<file path="src/rtl/conv_pix_ingress.sv">
// Ingress framer in front of the convolution line buffer. It counts columns, flags EOL,
// pads lines cut short by an early SOF, drops pre-SOF pixels, and inserts idle gaps after EOL.
package conv_pkg;
  localparam int unsigned PIX_W = 8;
  typedef logic [PIX_W-1:0] pixel_t;
endpackage

module conv_pix_ingress
  import conv_pkg::*;
#(
  parameter int unsigned LINE_W  = 64,
  parameter int unsigned EOL_GAP = 0,
  parameter pixel_t      PAD_VAL = '0
) (
  input  logic             clk,
  input  logic             arst,
  input  logic             in_vld_i,
  input  logic [PIX_W-1:0] in_dat_i,
  input  logic             in_sof_i,
  output logic             in_rdy_o,
  output logic             pixel_vld_o,
  output logic [PIX_W-1:0] pixel_dat_o,
  output logic             pixel_eol_o,
  output logic [1:0]       err_o,
  input  logic             err_clr_i
);

  localparam int unsigned CW = $clog2(LINE_W);
  localparam int unsigned GW = (EOL_GAP > 1) ? $clog2(EOL_GAP) : 1;
  localparam logic [CW-1:0] COL_LAST = CW'(LINE_W - 1);
  localparam logic [GW-1:0] GAP_LAST = (EOL_GAP > 0) ? GW'(EOL_GAP - 1) : '0;
  localparam bit HAS_GAP = (EOL_GAP > 0);

  typedef enum logic [2:0] {
    S_IDLE   = 3'd0,
    S_LINE   = 3'd1,
    S_PAD    = 3'd2,
    S_GAP    = 3'd3,
    S_REPLAY = 3'd4
  } state_e;

  state_e          state_q, state_d;
  logic [CW-1:0]   col_q, col_d;
  logic            hold_vld_q, hold_vld_d;
  logic [PIX_W-1:0] hold_dat_q, hold_dat_d;
  logic [GW-1:0]   gap_cnt_q, gap_cnt_d;
  logic            in_rdy_q, in_rdy_d;
  logic            pixel_vld_q, pixel_vld_d;
  logic [PIX_W-1:0] pixel_dat_q, pixel_dat_d;
  logic            pixel_eol_q, pixel_eol_d;
  logic [1:0]      err_q, err_d;
  logic [1:0]      err_set;

  logic xfer;
  logic col_last;
  logic gap_last;

  assign xfer     = in_vld_i & in_rdy_q;
  assign col_last = (col_q == COL_LAST);
  assign gap_last = (gap_cnt_q == GAP_LAST);

  // State and datapath registers
  always_ff @(posedge clk or posedge arst) begin
    if (arst) begin
      state_q     <= S_IDLE;
      col_q       <= '0;
      hold_vld_q  <= 1'b0;
      hold_dat_q  <= '0;
      gap_cnt_q   <= '0;
      in_rdy_q    <= 1'b0;
      pixel_vld_q <= 1'b0;
      pixel_dat_q <= '0;
      pixel_eol_q <= 1'b0;
      err_q       <= '0;
    end else begin
      state_q     <= state_d;
      col_q       <= col_d;
      hold_vld_q  <= hold_vld_d;
      hold_dat_q  <= hold_dat_d;
      gap_cnt_q   <= gap_cnt_d;
      in_rdy_q    <= in_rdy_d;
      pixel_vld_q <= pixel_vld_d;
      pixel_dat_q <= pixel_dat_d;
      pixel_eol_q <= pixel_eol_d;
      err_q       <= err_d;
    end
  end

  // Next-state logic
  always_comb begin
    state_d = state_q;
    unique case (state_q)
      S_IDLE: begin
        if (xfer && in_sof_i) state_d = S_LINE;
      end
      S_LINE: begin
        if (xfer) begin
          if (in_sof_i && (col_q != '0)) state_d = S_PAD;
          else if (col_last)             state_d = HAS_GAP ? S_GAP : S_LINE;
        end
      end
      S_PAD: begin
        if (col_last) state_d = HAS_GAP ? S_GAP : S_REPLAY;
      end
      S_GAP: begin
        if (gap_last) state_d = hold_vld_q ? S_REPLAY : S_LINE;
      end
      S_REPLAY: state_d = S_LINE;
      default:  state_d = S_IDLE;
    endcase
  end

  // Emit, column, hold and error updates
  always_comb begin
    col_d       = col_q;
    hold_vld_d  = hold_vld_q;
    hold_dat_d  = hold_dat_q;
    gap_cnt_d   = gap_cnt_q;
    pixel_vld_d = 1'b0;
    pixel_dat_d = pixel_dat_q;
    pixel_eol_d = 1'b0;
    err_set     = 2'b00;
    in_rdy_d    = (state_d == S_IDLE) || (state_d == S_LINE);
    unique case (state_q)
      S_IDLE: begin
        if (xfer) begin
          if (in_sof_i) begin
            pixel_vld_d = 1'b1;
            pixel_dat_d = in_dat_i;
            col_d       = CW'(1);
          end else begin
            err_set[0] = 1'b1;
          end
        end
      end
      S_LINE: begin
        if (xfer) begin
          if (!in_sof_i || (col_q == '0)) begin
            pixel_vld_d = 1'b1;
            pixel_dat_d = in_dat_i;
            if (col_last) begin
              pixel_eol_d = 1'b1;
              col_d       = '0;
              gap_cnt_d   = '0;
            end else begin
              col_d = col_q + CW'(1);
            end
          end else begin
            // Early SOF: park the pixel until the truncated line is padded out
            hold_vld_d = 1'b1;
            hold_dat_d = in_dat_i;
            err_set[1] = 1'b1;
          end
        end
      end
      S_PAD: begin
        pixel_vld_d = 1'b1;
        pixel_dat_d = PAD_VAL;
        if (col_last) begin
          pixel_eol_d = 1'b1;
          col_d       = '0;
          gap_cnt_d   = '0;
        end else begin
          col_d = col_q + CW'(1);
        end
      end
      S_GAP: begin
        gap_cnt_d = gap_cnt_q + GW'(1);
      end
      S_REPLAY: begin
        pixel_vld_d = 1'b1;
        pixel_dat_d = hold_dat_q;
        col_d       = CW'(1);
        hold_vld_d  = 1'b0;
      end
      default: ;
    endcase
    err_d = (err_q & ~{2{err_clr_i}}) | err_set;
  end

  assign in_rdy_o    = in_rdy_q;
  assign pixel_vld_o = pixel_vld_q;
  assign pixel_dat_o = pixel_dat_q;
  assign pixel_eol_o = pixel_eol_q;
  assign err_o       = err_q;

endmodule

</file>
<file path="config.mk">
export PLATFORM = sky130hd
export DESIGN_NAME = conv_pix_ingress
export DESIGN_NICKNAME = d
export VERILOG_FILES = /design/src/rtl/conv_pix_ingress.sv
export SDC_FILE = /design/constraint.sdc
export NUM_CORES = 1
export LEC_CHECK = 0
export ABC_AREA = 1
export CELL_PAD_IN_SITES_DETAIL_PLACEMENT = 1
export CELL_PAD_IN_SITES_GLOBAL_PLACEMENT = 2
export CORE_MARGIN = 2
export CORE_UTILIZATION = 36
export DETAILED_ROUTE_END_ITERATION = 8
export DONT_BUFFER_PORTS = 1
export GPL_ROUTABILITY_DRIVEN = 0
export PLACE_DENSITY_LB_ADDON = 0.1
export REMOVE_ABC_BUFFERS = 1
export SYNTH_ARGS = -nofsm -noshare
export SYNTH_HDL_FRONTEND = slang
export SYNTH_SLANG_ARGS = --single-unit
export TNS_END_PERCENT = 1
</file>
<file path="constraint.sdc">
create_clock -name clk -period 1.7 [get_ports clk]
set_input_delay 0.255 -clock clk [delete_from_list [all_inputs] [get_ports clk]]
set_output_delay 0.255 -clock clk [all_outputs]
set_load 0.1 [all_outputs]
</file>
==> run summary, run 1 <==
RUN STATUS
---------------------------------------------------------------------------------
Run status ......................................................... complete, no violations

HOLD PATH
---------------------------------------------------------------------------------
Terminating pin of the worst hold path .............................     err_o[1]
Hold Path Depth ....................................................            1
Min-Delay Path Class ...............................................       in2reg
Worst min-delay path startpoint ....................................    err_clr_i

LOGIC SYNTHESIS
---------------------------------------------------------------------------------
Largest family of logic cells by synthesized area .................. simple AND/OR/NAND/NOR gates
Post-Synthesis Cell Area ...........................................  0.00158 mm²
Yosys warns ........................................................            0
Synthesized instance count .........................................          198
Share of synthesized area occupied by flip-flops and latches .......        50.7%
Post-synthesis adder-cell area fraction ............................        1.58%
Number of flops mapped to enable cells by yosys ....................            0
Area fraction in and, or, nand and nor cells after synthesis .......        28.1%
Leading register cell type out of synthesis ........................ sky130_fd_sc_hd__dfrtp_1
Fraction of synthesized cell area in xor and xnor cells ............       0.554%
Number of different library cells in the post-synthesis netlist ....           26
Mux contribution to synthesized area ...............................           0%
Mean instance size in the synthesized netlist ......................     7.98 µm²
Share of async-settable or async-resettable flops after synthesis ..         100%
Compound-Gate Fraction of Synth Area ...............................        10.8%
Flip-flop and latch count after synthesis ..........................           32

ROUTE
---------------------------------------------------------------------------------
Drt pass-1 iters ...................................................            4
Iteration-0 DRC Markers ............................................           40
Drc violations .....................................................            0
Total number of vias ...............................................        1,299
Residual antenna-violating net count after detailed routing ........            0
Detailed-route wire length .........................................      3720 µm
Average wire per cell in the routed design .........................      13.9 µm
Per-cell via count in the routed design ............................         4.85

DIE
---------------------------------------------------------------------------------
Top-level port count ...............................................           26
Floorplan die area .................................................  0.00494 mm²
Starting density of the core .......................................        36.8%
Placeable core region ..............................................  0.00429 mm²
Width of the die ...................................................      70.3 µm
Number of standard-cell rows in the floorplan ......................           24
Die height .........................................................      70.3 µm

TIMING
---------------------------------------------------------------------------------
Highest clock frequency the design can meet ........................      662 MHz
Unrepaired setup endpoints after global routing ....................           no
Final setup violating endpoints ....................................            0
Measured slew at the worst slew-check pin ..........................       420 ps
Pins over their slew limit .........................................            0
Worst Hold Slack ...................................................      79.8 ps
Post-layout min period .............................................      1510 ps
Final Hold Fails ...................................................            0
Worst-case setup margin in the final layout ........................       190 ps
Worst rel slew slack ...............................................        72.0%
Final period util ..................................................        88.9%
Largest clock skew in the final design .............................      2.82 ps

PLACEMENT
---------------------------------------------------------------------------------
Port buffer count ..................................................            0
Placed standard-cell area ..........................................  0.00173 mm²
Count of placed standard cells including taps ......................          262
Post-DP HPWL .......................................................      2770 µm
Worst Setup Slack post-DPL .........................................       120 ps

SETUP PATH
---------------------------------------------------------------------------------
Start point of the critical path ...................................     col_q[1]
CP max-delay cell .................................................. sky130_fd_sc_hd__dfrtp_1
Arrival time of data at the critical path endpoint .................      1670 ps
Maximum fanout along the worst path ................................            7
Largest stage delay, worst path ....................................       400 ps
Critical register-to-register path endpoint ........................     in_rdy_o
CP Launch Type .....................................................         flop
Reg2Reg Depth ......................................................            7
Reg2reg start ......................................................     col_q[1]
Critical path capture point type ...................................         flop
Start-to-end type of the worst setup path ..........................      reg2reg
CP Data Required Time ..............................................      1860 ps
Series of cell instances along the critical path ................... ha_1 -> nand2_1 -> nor2_2 -> nand2_2 -> or2_0 -> o31ai_1 -> nor2_1
Worst path bufs/invs ...............................................            0
Worst path top cell family by delay ................................ simple AND/OR/NAND/NOR gates
Worst reg-to-reg setup slack .......................................       190 ps

CLOCK NETWORK
---------------------------------------------------------------------------------
Register clock-pin slew on the reported worst setup and hold paths .        60 ps
Root buf cell ...................................................... sky130_fd_sc_hd__clkbuf_8
CTS Buf Count ......................................................            5
Skew-Pair Late Insertion Delay .....................................       280 ps
Clock tree from TritonCTS ..........................................         done
Clock sink count ...................................................           32
Maximum root-to-sink buffer count ..................................            2
# H-tree levels ....................................................            2

FINISH
---------------------------------------------------------------------------------
Most frequent cells in the layout .................................. sky130_fd_sc_hd__nand2_1, sky130_fd_sc_hd__dfrtp_1, sky130_fd_sc_hd__inv_1
Most common cell after layout, fill and taps aside ................. sky130_fd_sc_hd__nand2_1
Post-route non-filler standard cell count ..........................          268
Final design area excluding fillers ................................  0.00182 mm²
Antenna Diode Count ................................................            0
Total Nets Final ...................................................          233
Area Overhead vs Synth .............................................        15.0%
Proportion of layout cells with a drive suffix above 1 .............        14.4%

GLOBAL ROUTING
---------------------------------------------------------------------------------
Global-route total usage across every layer ........................        16.2%
Pin count of the biggest net entering global routing ...............           33
Global-route wire length before repair .............................      6260 µm
Remaining global-route overflow ....................................            0
Antenna violations before repair ...................................            0
Via count of the first global-routing pass .........................        1,298

POWER AND IR DROP
---------------------------------------------------------------------------------
Static Leak ........................................................     0.930 nW
Design Power .......................................................    0.00383 W
Pwr per Cell Area ..................................................  2110 mW/mm²
Largest vdd supply drop ............................................      1.10 mV

JOB
---------------------------------------------------------------------------------
Reported max-cap violation count ...................................            0

power by group:
group          switching (W)  internal, W  leakage, nW
Clock               0.000259     0.000263       0.0359
Combinational        0.00161     0.000483        0.490
Sequential          0.000166      0.00106        0.405
Total                0.00203      0.00180        0.930
cell usage after synthesis (2+ instances only):
master                    number  area [µm²]
sky130_fd_sc_hd__a21oi_1       2        10.0
sky130_fd_sc_hd__inv_2         2        7.51
sky130_fd_sc_hd__dfrtp_1      32         801
sky130_fd_sc_hd__nand2_1      63         236
sky130_fd_sc_hd__nand4_1       3        18.8
sky130_fd_sc_hd__o21ai_1      11        55.1
sky130_fd_sc_hd__nand3_1      12        60.1
sky130_fd_sc_hd__nand3_2       3        30.0
sky130_fd_sc_hd__o21ai_0      18        90.1
sky130_fd_sc_hd__nor2_1       12        45.0
sky130_fd_sc_hd__inv_1        24        90.1
sky130_fd_sc_hd__ha_1          2        25.0
layout make-up:
cell class | count | area (µm²)
well taps | 52 | 65.1
inverters | 28 | 108
fillers | 546 | 2480
repair buffers | 16 | 126
flip-flops and latches | 32 | 801
clock buffers | 5 | 68.8
multi-input cells | 135 | 648
stage by stage:
step	util, %	TNS (ps)
floorplan	-	-4810
global placement	40.4	0
detailed placement	40.4	0
CTS	42.2	0
global route	42.3	0
finish	42.3	0
registers in the layout, summed over array words and instances, names as in the netlist:
| register | flops |
|---|---|
| hold_dat_q | 8 |
| pixel_dat_o | 8 |
| col_q | 6 |
| state_q | 3 |
| err_o | 2 |
| gap_cnt_q | 1 |
| hold_vld_q | 1 |
| in_rdy_o | 1 |
| pixel_eol_o | 1 |
| pixel_vld_o | 1 |
cells by family (layout without fill, tap and decap cells):
logic type,count (synthesis),count (layout)
AOI/OAI and AO/OA,33,33
xor gates and xnor gates,1,1
adders and majority gates,2,2
buffers and inverters,31,49
DFF,32,32
and+or+nand+nor,99,99
what timing repair did:
action,CTS,global route
hold endpoints to repair,32,0
hold buffers,1,0
setup endpoints to repair,0,3
setup buffers,0,0
resized for setup,0,1
routing by layer:
| layer | global-route usage (%) | vias up | routed length, µm |
|---|---|---|---|
| li1 | - | 662 | - |
| met1 | 21.6 | 612 | 1830 |
| met2 | 24.7 | 19 | 1680 |
| met3 | 4.91 | 6 | 138 |
| met4 | 6.41 | 0 | 67 |
| met5 | 0 | - | 0 |
how the worst max path moves through the flow:
| stage | to | cells after the start |
|---|---|---|
| global placement | in_rdy_o | 7 |
| global route | pixel_dat_o[7] | 9 |
| CTS | pixel_dat_o[5] | 9 |
| detailed placement | pixel_dat_o[5] | 9 |
| finish | in_rdy_o | 7 |
| floorplan | pixel_dat_o[0] | 6 |
(Power assumes the default switching activity.)
==> run 2: changes to the inputs <==
--- a/config.mk
+++ b/config.mk
@@ -5,14 +5,15 @@
 export SDC_FILE = /design/constraint.sdc
 export NUM_CORES = 1
 export LEC_CHECK = 0
-export ABC_AREA = 1
+export ABC_AREA = 0
 export CELL_PAD_IN_SITES_DETAIL_PLACEMENT = 1
 export CELL_PAD_IN_SITES_GLOBAL_PLACEMENT = 2
 export CORE_MARGIN = 2
-export CORE_UTILIZATION = 36
+export CORE_UTILIZATION = 39
 export DETAILED_ROUTE_END_ITERATION = 8
 export DONT_BUFFER_PORTS = 1
 export GPL_ROUTABILITY_DRIVEN = 0
+export GPL_TIMING_DRIVEN = 0
 export PLACE_DENSITY_LB_ADDON = 0.1
 export REMOVE_ABC_BUFFERS = 1
 export SYNTH_ARGS = -nofsm -noshare
==> run summary, run 2 <==
TIMING
---------------------------------------------------------------------------------
Unrepaired setup endpoints after global routing ....................          yes
Post-layout min period .............................................      2170 ps
Final Hold Fails ...................................................            0
Worst rel slew slack ...............................................        39.1%
Highest clock frequency the design can meet ........................      461 MHz
Measured slew at the worst slew-check pin ..........................       914 ps
Final period util ..................................................         128%
Pins over their slew limit .........................................            0
Final setup violating endpoints ....................................           29
Largest clock skew in the final design .............................      6.70 ps
Worst-case setup margin in the final layout ........................      -470 ps

GLOBAL ROUTING
---------------------------------------------------------------------------------
Antenna violations before repair ...................................            0
Via count of the first global-routing pass .........................        1,312
Pin count of the biggest net entering global routing ...............           33
Remaining global-route overflow ....................................            0
Global-route total usage across every layer ........................        19.3%
Global-route wire length before repair .............................      6330 µm

PLACEMENT
---------------------------------------------------------------------------------
Port buffer count ..................................................            0
Count of placed standard cells including taps ......................          196
Placed standard-cell area ..........................................  0.00161 mm²
Post-DP HPWL .......................................................      2620 µm

JOB
---------------------------------------------------------------------------------
Reported max-cap violation count ...................................            0

LOGIC SYNTHESIS
---------------------------------------------------------------------------------
Top-count cell post-synth .......................................... sky130_fd_sc_hd__dfrtp_1
Synthesized instance count .........................................          154
Leading register cell type out of synthesis ........................ sky130_fd_sc_hd__dfrtp_1
Share of synthesized area occupied by flip-flops and latches .......        50.6%
Share of async-settable or async-resettable flops after synthesis ..         100%
Yosys warns ........................................................            0
Dominant cell type by area after synthesis ......................... sky130_fd_sc_hd__dfrtp_1
Number of flops mapped to enable cells by yosys ....................            0
Area share of the leading cell type in the synthesized netlist .....        50.6%
Synth top cells by count ........................................... sky130_fd_sc_hd__dfrtp_1, sky130_fd_sc_hd__o21ai_0, sky130_fd_sc_hd__inv_1, sky130_fd_sc_hd__mux2_2, sky130_fd_sc_hd__a22oi_1
Mux contribution to synthesized area ...............................        6.40%
Most area-consuming cells after synthesis .......................... sky130_fd_sc_hd__dfrtp_1, sky130_fd_sc_hd__o21ai_0, sky130_fd_sc_hd__mux2_2
Compound-Gate Fraction of Synth Area ...............................        23.9%
Number of different library cells in the post-synthesis netlist ....           44
Area fraction in and, or, nand and nor cells after synthesis .......        11.8%
Mean instance size in the synthesized netlist ......................     10.3 µm²
Fraction of synthesized cell area in xor and xnor cells ............       0.553%
Largest family of logic cells by synthesized area .................. compound AO/OA/AOI/OAI gates
Post-Synthesis Cell Area ...........................................  0.00158 mm²
Post-synthesis adder-cell area fraction ............................        1.58%
Flip-flop and latch count after synthesis ..........................           32

DIE
---------------------------------------------------------------------------------
Floorplan die area .................................................  0.00459 mm²
Number of standard-cell rows in the floorplan ......................           23
Starting density of the core .......................................        40.2%
Width of the die ...................................................      67.7 µm
Placeable core region ..............................................  0.00394 mm²
Top-level port count ...............................................           26
Die height .........................................................      67.7 µm

FINISH
---------------------------------------------------------------------------------
Area Overhead vs Synth .............................................        16.0%
Most common cell after layout, fill and taps aside ................. sky130_fd_sc_hd__dfrtp_1
Register Area ......................................................      802 µm²
Most frequent cells in the layout .................................. sky130_fd_sc_hd__dfrtp_1, sky130_fd_sc_hd__o21ai_0, sky130_fd_sc_hd__o21ai_1, sky130_fd_sc_hd__inv_1
Final design area excluding fillers ................................  0.00184 mm²
Total Nets Final ...................................................          176
Proportion of layout cells with a drive suffix above 1 .............        22.2%
Post-route non-filler standard cell count ..........................          212
Multi-input combinational cell area ................................      749 µm²
Antenna Diode Count ................................................            0
Number of fillers in the final layout ..............................          433

ROUTE
---------------------------------------------------------------------------------
Residual antenna-violating net count after detailed routing ........            0
Average wire per cell in the routed design .........................      18.4 µm
Iteration-0 DRC Markers ............................................           53
Detailed-route wire length .........................................      3910 µm
Per-cell via count in the routed design ............................         5.76
Drc violations .....................................................            0
Total number of vias ...............................................        1,222
Drt pass-1 iters ...................................................            4

SETUP PATH
---------------------------------------------------------------------------------
Series of cell instances along the critical path ................... inv_2 -> ha_2 -> or4b_4 -> o311a_4 -> or2_4 -> inv_4 -> mux2_4
Largest stage delay, worst path ....................................       490 ps
CP max-delay cell .................................................. sky130_fd_sc_hd__or4b_4
Start-to-end type of the worst setup path ..........................      reg2reg
Worst reg-to-reg setup slack .......................................      -470 ps
Critical register-to-register path endpoint ........................     col_q[0]
Reg2Reg Depth ......................................................            7
Critical path capture point type ...................................         flop
Reg2reg start ......................................................     col_q[1]
Maximum fanout along the worst path ................................            4
Arrival time of data at the critical path endpoint .................      2330 ps
CP Data Required Time ..............................................      1860 ps
CP Launch Type .....................................................         flop

RUN STATUS
---------------------------------------------------------------------------------
Failing checks ..................................................... negative setup slack
Run status ......................................................... complete, but fails checks

HOLD PATH
---------------------------------------------------------------------------------
Min-Delay Path Class ...............................................       in2reg
Hold Path Depth ....................................................            1
Worst min-delay path startpoint ....................................     in_sof_i
Terminating pin of the worst hold path .............................     err_o[0]

CLOCK NETWORK
---------------------------------------------------------------------------------
Clock tree from TritonCTS ..........................................         done
Root buf cell ...................................................... sky130_fd_sc_hd__clkbuf_8
Register clock-pin slew on the reported worst setup and hold paths .        70 ps
Maximum root-to-sink buffer count ..................................            2
Skew-Pair Late Insertion Delay .....................................       270 ps
CTS Buf Count ......................................................            5
# H-tree levels ....................................................            2
Clock sink count ...................................................           32

[run 2: stage by stage]
stage	TNS [ps]	util [%]	hold WS, ps	setup WS (ps)
4_1_cts	-10640	45.5	85.3	-468
2_1_floorplan	-12340	-	351	-788
3_3_place_gp	-24250	40.7	371	-1350
5_1_grt	-12630	46.6	83.6	-537
3_5_place_dp	-25970	40.7	373	-1420
6_report	-9580	46.6	89.4	-470
[run 2: cells by family after synthesis]
family          Yosys count
mux                       9
fa+ha+maj                 2
simple gates             33
flops                    32
xor+xnor                  1
compound gates           58
buf+inv                  19
[run 2: final cells by class]
| cell class | instances | area share (%) |
|---|---|---|
| Timing Repair Buffer | 8 | 4.70 |
| Multi-Input combinational cell | 103 | 40.8 |
| Clock buffer | 7 | 4.70 |
| Clock inverter | 1 | 0.408 |
| Sequential cell | 32 | 43.6 |
| Inverter | 11 | 2.38 |
| Tap cell | 50 | 3.40 |
[run 2: worst max-delay path by stage]
stage | startpoint | endpoint | slack (ps)
finish | col_q[1] | col_q[0] | -470
global placement | in_rdy_o | col_q[0] | -1350
CTS | col_q[1] | col_q[0] | -470
global route | col_q[0] | col_q[0] | -540
detailed placement | in_rdy_o | col_q[0] | -1420
floorplan | in_rdy_o | col_q[0] | -790
[run 2: timing repair]
action / 4_1_cts / 5_1_grt
buffers inserted: 6 / 0
hold endpoints to repair: 0 / 7
hold buffers: 0 / 1
setup endpoints to repair: 31 / 30
pin swaps: 6 / 1
resized for setup: 25 / 4
[run 2: per-layer routing]
metal	up-vias	global-route usage, %	wire length (µm)
met3	2	6.00	164
met5	-	0	0
li1	579	-	-
met4	0	6.63	25
met2	27	30.4	1930
met1	614	25.1	1790
[run 2: critical path: cells and delay by family (launching register included)]
family                     cells  cell delay, ps
buffers and inverters          2             120
muxes                          1             280
and+or+nand+nor                2             760
adders and majority gates      1             160
AOI/OAI and AO/OA              1             340
DFF                            1             400
Power of run 2 is left out: the tool's default activity adds up to more than one toggle a clock period on the data nets, which glitch-free logic cannot reach.
